File: config.mk
export PLATFORM = sky130hd
export DESIGN_NAME = shake_input_loader
export DESIGN_NICKNAME = d
export VERILOG_FILES = /design/src/rtl/shake_input_loader.sv
export SDC_FILE = /design/constraint.sdc
export NUM_CORES = 2
export LEC_CHECK = 0
export CELL_PAD_IN_SITES_DETAIL_PLACEMENT = 1
export CELL_PAD_IN_SITES_GLOBAL_PLACEMENT = 1
export CORE_AREA = 2 2 567 569
export DETAILED_ROUTE_END_ITERATION = 7
export DIE_AREA = 0 0 569 571
export PLACE_DENSITY_LB_ADDON = 0.2
export SLEW_MARGIN = 30
export SYNTH_ARGS = -nofsm -noshare
export SYNTH_HDL_FRONTEND = slang
export SYNTH_SLANG_ARGS = --single-unit
File: constraint.sdc
create_clock -name clk -period 60.7 [get_ports clk]
set_clock_uncertainty 0.05 [all_clocks]
set_input_delay 15.175 -clock clk [delete_from_list [all_inputs] [get_ports clk]]
set_output_delay 15.175 -clock clk [all_outputs]
set_load 0.1 [all_outputs]
File: src/rtl/shake_input_loader.sv
// SHAKE input front-end: captures a header word, then packs streamed message
// words into rate-sized blocks handed to the absorb stage over valid/ready.
module shake_input_loader #(
   parameter int W             = 64,
   parameter int LEN_W         = 24,
   parameter int RATE128_WORDS = 21,
   parameter int RATE256_WORDS = 17,
   parameter int RATE_MAX      = 21
) (
   input  logic                            clk,
   input  logic                            rst,
   input  logic                            valid_in,
   input  logic [W-1:0]                    data_in,
   output logic                            ready_out,
   output logic                            ctrl_valid,
   output logic                            mode_out,
   output logic [LEN_W-1:0]                output_len_out,
   output logic [RATE_MAX*W-1:0]           block_data,
   output logic [$clog2(RATE_MAX+1)-1:0]   block_words,
   output logic                            block_last,
   output logic                            block_valid,
   input  logic                            block_ready
);

   localparam int CW = $clog2(RATE_MAX+1);

   typedef enum logic [1:0] {
      IDLE = 2'd0,
      FILL = 2'd1,
      HOLD = 2'd2
   } state_t;

   state_t                 state_r, state_n;
   logic                   mode_r, mode_n;
   logic [LEN_W-1:0]       olen_r, olen_n;
   logic [CW-1:0]          rate_r, rate_n;
   logic [LEN_W-1:0]       rem_r, rem_n;
   logic [CW-1:0]          cnt_r, cnt_n;
   logic [CW-1:0]          words_r, words_n;
   logic                   last_r, last_n;
   logic                   ctrl_r, ctrl_n;
   logic                   bvalid_r, bvalid_n;
   logic                   ready_r, ready_n;
   logic [RATE_MAX*W-1:0]  data_r;
   logic                   accept_s, take_s, clear_s, wr_s;
   logic                   unused_hdr_bits_s;

   assign accept_s          = valid_in & ready_r;
   assign take_s            = bvalid_r & block_ready;
   assign unused_hdr_bits_s = ^data_in[W-2:2*LEN_W];

   // Next-state and next-value logic for the control FSM and block metadata.
   always_comb begin
      state_n  = state_r;
      mode_n   = mode_r;
      olen_n   = olen_r;
      rate_n   = rate_r;
      rem_n    = rem_r;
      cnt_n    = cnt_r;
      words_n  = words_r;
      last_n   = last_r;
      ctrl_n   = 1'b0;
      bvalid_n = bvalid_r;
      clear_s  = 1'b0;
      wr_s     = 1'b0;
      case (state_r)
         IDLE: begin
            if (accept_s) begin
               mode_n  = data_in[W-1];
               olen_n  = data_in[2*LEN_W-1:LEN_W];
               rate_n  = data_in[W-1] ? CW'(RATE256_WORDS) : CW'(RATE128_WORDS);
               rem_n   = data_in[LEN_W-1:0];
               ctrl_n  = 1'b1;
               clear_s = 1'b1;
               cnt_n   = {CW{1'b0}};
               words_n = {CW{1'b0}};
               if (data_in[LEN_W-1:0] == {LEN_W{1'b0}}) begin
                  state_n  = HOLD;
                  last_n   = 1'b1;
                  bvalid_n = 1'b1;
               end else begin
                  state_n  = FILL;
                  last_n   = 1'b0;
                  bvalid_n = 1'b0;
               end
            end else begin
               state_n = IDLE;
            end
         end
         FILL: begin
            if (accept_s) begin
               wr_s  = 1'b1;
               cnt_n = cnt_r + CW'(1);
               rem_n = rem_r - LEN_W'(1);
               // A full block wins over end-of-message; the pad goes in an extra empty block.
               if ((cnt_r + CW'(1)) == rate_r) begin
                  state_n  = HOLD;
                  words_n  = rate_r;
                  last_n   = 1'b0;
                  bvalid_n = 1'b1;
               end else if (rem_r == LEN_W'(1)) begin
                  state_n  = HOLD;
                  words_n  = cnt_r + CW'(1);
                  last_n   = 1'b1;
                  bvalid_n = 1'b1;
               end else begin
                  state_n = FILL;
               end
            end else begin
               state_n = FILL;
            end
         end
         HOLD: begin
            if (take_s) begin
               bvalid_n = 1'b0;
               if (last_r) begin
                  state_n = IDLE;
               end else if (rem_r == {LEN_W{1'b0}}) begin
                  clear_s = 1'b1;
                  words_n = {CW{1'b0}};
                  last_n  = 1'b1;
                  state_n = HOLD;
               end else begin
                  clear_s = 1'b1;
                  cnt_n   = {CW{1'b0}};
                  state_n = FILL;
               end
            end else if (!bvalid_r) begin
               bvalid_n = 1'b1;
            end else begin
               bvalid_n = 1'b1;
            end
         end
         default: begin
            state_n  = IDLE;
            bvalid_n = 1'b0;
         end
      endcase
      ready_n = (state_n != HOLD);
   end

   // FSM state register.
   always_ff @(posedge clk or posedge rst) begin
      if (rst) begin
         state_r <= IDLE;
      end else begin
         state_r <= state_n;
      end
   end

   // Header fields, counters and registered handshake outputs.
   always_ff @(posedge clk or posedge rst) begin
      if (rst) begin
         mode_r   <= 1'b0;
         olen_r   <= {LEN_W{1'b0}};
         rate_r   <= {CW{1'b0}};
         rem_r    <= {LEN_W{1'b0}};
         cnt_r    <= {CW{1'b0}};
         words_r  <= {CW{1'b0}};
         last_r   <= 1'b0;
         ctrl_r   <= 1'b0;
         bvalid_r <= 1'b0;
         ready_r  <= 1'b0;
      end else begin
         mode_r   <= mode_n;
         olen_r   <= olen_n;
         rate_r   <= rate_n;
         rem_r    <= rem_n;
         cnt_r    <= cnt_n;
         words_r  <= words_n;
         last_r   <= last_n;
         ctrl_r   <= ctrl_n;
         bvalid_r <= bvalid_n;
         ready_r  <= ready_n;
      end
   end

   // Block storage: cleared per block so unused word slots read as zero.
   always_ff @(posedge clk or posedge rst) begin
      if (rst) begin
         data_r <= {(RATE_MAX*W){1'b0}};
      end else if (clear_s) begin
         data_r <= {(RATE_MAX*W){1'b0}};
      end else if (wr_s) begin
         for (int i = 0; i < RATE_MAX; i++) begin
            if (cnt_r == CW'(i)) begin
               data_r[i*W +: W] <= data_in;
            end
         end
      end
   end

   assign ready_out      = ready_r;
   assign ctrl_valid     = ctrl_r;
   assign mode_out       = mode_r;
   assign output_len_out = olen_r;
   assign block_data     = data_r;
   assign block_words    = words_r;
   assign block_last     = last_r;
   assign block_valid    = bvalid_r;

endmodule

### After elaboration in Yosys (flattened, before gate mapping)

Cells that the tools add are included.

* bits in registers: 1414
* bits in latches: 0
* RAM bits: 0
* ROM bits: 0
* bits of input ports: 68
* output and inout port bits: 1378
* logic and storage cells: 191
* memories kept: 0

* add/subtract/negate cells: 2
* multipliers: 0
* divide/modulo/power cells: 0
* $lt $le $gt $ge: 0
* equality and inequality tests: 32
* shift operators: 0
* multiplexer cells: 68
* bitwise operators: 2
* reductions and logical operators: 55

Operator list (count)
* $mux 1344: 2
* $mux 64: 21
* $mux 5: 11
* $logic_not 24->1: 2
* $mux 24: 2
* $pmux 24 s2: 1
* $reduce_bool 2->1: 23
* $reduce_and 2->1: 22
* $eq 5x4->1 const B: 8
* $pmux 5 s3: 2
* $eq 5x5->1 const B: 5
* $eq 24x1->1 const B: 1
* $sub 24x1->24 const B: 1
* $eq 5x3->1 const B: 4
* $mux 1: 16
* $mux 2: 8
* $ne 2x2->1 const B: 7
* $eq 5x2->1 const B: 2
* $reduce_and 7->1: 1
* $pmux 1 s3: 2
* $pmux 2 s3: 1
* $reduce_and 3->1: 2
* $reduce_and 6->1: 1
* $add 5x1->5 const B: 1
* other kinds (12): 13

### Depth between registers and ports, before layout

* depth after elaboration: 6
* mapped depth: 12
* gate-level depth less buffers: 9

### Least setup slack after synthesis

No wires, ideal clock.

* path kind: input port to flip-flop
* start point: input valid_in
* end point: register data_r[391] (netlist: block_data[391])
* library setup time: 0.083 ns
* arrival: 16.899 ns
* required time: 60.567 ns
* setup slack: 43.668 ns
* stages on the path: 10
* buffers on the path: 4
* cell sequence: and2_1 nand2_1 nand2_1 clkbuf_1 clkbuf_1 a21oi_1 clkbuf_1 buf_1 nand2_1 o21ai_0

* word-level cells in the longest chain between the ends: 5
* elaborated cells between the ends (all ways): 8
* classes of those cells: mux (4); bitwise (1); reduce/logical (3)

Ends and longest elaborated chain
* start, declared: RTL line 12 `input logic valid_in,`
* $and 1x1->1 *: RTL line 48 `assign accept_s = valid_in & ready_r;`
* $mux 1 *: RTL line 68, 91
* $pmux 1 s2 / $mux 1 (equally long branches): RTL line 66 `case (state_r)`
* $reduce_bool 2->1 (no line)
* $reduce_and 2->1 (no line)
* end signal, assigned: RTL line 181 `data_r <= {(RATE_MAX*W){1'b0}};`
* end signal, assigned: RTL line 183 `data_r <= {(RATE_MAX*W){1'b0}};`
* end signal, assigned by index: RTL line 187 `data_r[i*W +: W] <= data_in;`
* end, declared: RTL line 44 `logic [RATE_MAX*W-1:0] data_r;`

Every way passes the cells marked *; elsewhere a longest branch is shown, timed or not.
A chain may end at the register's enable or synchronous reset.

### Worst setup path after layout

* start point: input valid_in
* end point: register data_r[1321] (netlist: block_data[1321])

The elaborated chain is that of the path after synthesis.

==> flow_summary.json <==
{
  "status": "finished clean",
  "ant_nets": 0,
  "cts_buffers": 182,
  "drc": 0,
  "finalCriticalPeriod_ps": 20770,
  "cts_root_buf": "clkbuf_16",
  "post_cts_buffers": 0,
  "synth-edff-count": 0,
  "layout-drive-gt1-share_pct": 17.8,
  "worstSetupEndpoint": "block_data[1321]",
  "async_flop_share_pct": 100,
  "timing.final.max_slew_violations": 0,
  "die_y_um": 571,
  "drt_iter0_markers": 2363,
  "cp-end-kind": "flop",
  "crit_start": "valid_in",
  "worst_pin_slew_ps": 1070,
  "reg2reg_depth": 10,
  "fin_util_pct": 23.3,
  "clock.fmax_ghz": 0.0482,
  "place_inst": 10700,
  "num_rows": 208,
  "synth_nets": 5465,
  "slew_headroom_pct": 28.7,
  "arrival_ps": 21390,
  "gp_congestion": 0.789,
  "start_kind": "input pin",
  "final_net_count": 6760,
  "synth-seq-area-share_pct": 67.0,
  "cts_tree": "done",
  "die-area_um2": 325000,
  "synth.area.top_cells": "dfrtp_1 (67%), nand2_1 (14%), o21ai_0 (9.3%), a21oi_1 (4.0%), clkbuf_1 (3.0%)",
  "cts-htree-levels": 4,
  "dp_hpwl_mm": 205,
  "vias": 44200,
  "post-synth-top-count-cell": "nand2_1",
  "post_cts_resized": 0,
  "cp_max_fo": 78,
  "reg2reg_to": "block_data[1321]",
  "wire_per_inst_um": 26.6,
  "start_util_pct": 16.5,
  "track_usage_pct": 17.5,
  "grt_overflow": 0,
  "clock_path_buffers": 4,
  "syn2layout_area_growth_pct": 41.1,
  "rsz0062_at_grt": "false",
  "routed_wirelength_mm": 293,
  "netlist_area_um2": 52700,
  "die_width_um": 569,
  "synth_cell_types": 50,
  "fin_setup_tns_ps": 0,
  "synth_top_cell_area_share_pct": 67.0,
  "path_clk_slew_ps": 60,
  "synth_flop_cell": "dfrtp_1",
  "hold_viol_final": 0,
  "postSynthAreaPerCell_um2": 9.78,
  "clock-sinks": 1411,
  "hp-class": "reg -> reg",
  "cp.required_ps": 61330,
  "grt_pass1_wl_mm": 399,
  "synth_common_cells": "nand2_1 (1909), dfrtp_1 (1411), o21ai_0 (979)",
  "core_area_um2": 319000,
  "r2r_start": "state_r[1]",
  "portBuffers": 1445,
  "yosys_warnings": 0,
  "fin_crit_sh_pct": 34.2,
  "synth_top_area_cell": "dfrtp_1",
  "antenna_found_initial": 45,
  "via_per_inst": 4.01,
  "grt_pass1_vias": 45900,
  "firstDrtPassIters": 5,
  "cap_viol_max_count": 0,
  "grt_max_degree": 143,
  "place_area_um2": 68700,
  "critPathKind": "in -> reg",
  "setup_viol": 0,
  "synth_cells": 5386,
  "fin_area_um2": 74300,
  "num_io_pins": 1446,
  "reg2reg_slack_ps": 54220,
  "clk_latency_ps": 830,
  "ys_seq_elements": 1411,
  "hp-start": "block_data[39]",
  "cts_hold_buf": 0,
  "layout.cells.non_filler": 11000
}
## cells in the final DEF, fill, tap and decap left out, types with 6 or more instances in the layout
master           count
clkbuf_16          186
clkbuf_8            43
nand2_1           1881
o22a_1               8
clkinv_2            26
clkdlybuf4s50_1    709
nand2_4              7
nor4_1               9
clkbuf_2            13
buf_6               10
mux2i_1             11
nand3_1             10
ha_1                11
buf_2              715
o21ai_0            979
diode_2             10
nor2_1              29
a21oi_1            415
clkbuf_1            44
and3_1               7
a21oi_4              9
nand2_2             21
mux2_2               6
inv_1               11
buf_4              127
o22ai_1             21
dfrtp_1           1411
## cell families (layout without fill, tap and decap cells)
family	after synthesis	after routing	share of synthesized area, %
AND/OR/NAND/NOR	2006	2006	14.7
AO/OA/AOI/OAI	1452	1452	14.0
flip-flops	1411	1411	67.0
buffers and inverters	486	1914	3.64
multiplexers	17	17	0.337
adder cells (fa/ha/maj)	11	11	0.261
XOR/XNOR	3	3	0.0499
other	0	10	0
## per-stage QoR
| stage | setup WS [ps] | hold WS, ps |
|---|---|---|
| after global placement | 39220 | 410 |
| after detailed placement | 39110 | 408 |
| after CTS | 40060 | 422 |
| final | 39930 | 419 |
| after floorplan | 5690 | 396 |
| after global routing | 39660 | 441 |
## worst max-delay path, cell delays in order
cell,delay (ps)
clkdlybuf4s50_1,560
and2_1,150
buf_4,330
nand2_2,130
nand2_4,700
buf_4,800
buf_4,740
buf_4,830
buf_4,750
buf_4,780
a21oi_1,110
## worst min path at each step
| stage | cells past startpoint | slack [ps] | end |
|---|---|---|---|
| finish | 2 | 420 | block_data[39] |
| global route | 2 | 440 | block_data[224] |
| detailed placement | 2 | 410 | output_len_out[2] |
| floorplan | 1 | 400 | rate_r[0] |
| global placement | 2 | 410 | block_data[764] |
| CTS | 2 | 420 | output_len_out[2] |
## area by class of cell
type	count	area, µm²
repair buffers	1583	12000
flip-flops and latches	1411	35300
well taps	4200	5260
diodes	10	25.0
fillers	36600	245000
inverters	14	60.1
clock inverters	44	468
multi-input cells	3489	15800
clock buffers	273	5410
## routing by layer
metal  wire, µm  part of all wire, %  track usage (%)
met3      24100                  8.2             6.04
met1     118000                   40             20.7
met5        146                0.050                0
met4       9110                  3.1             5.18
met2     141000                   48             29.7
## state kept, by name, indices dropped and copies added (netlist names), 2 cells and up
name / count
block_data: 1344
output_len_out: 24
rem_r: 24
block_words: 5
cnt_r: 5
rate_r: 2
state_r: 2
Power is left out: the tool's default activity adds up to more than one toggle a clock period on the data nets, which glitch-free logic cannot reach.
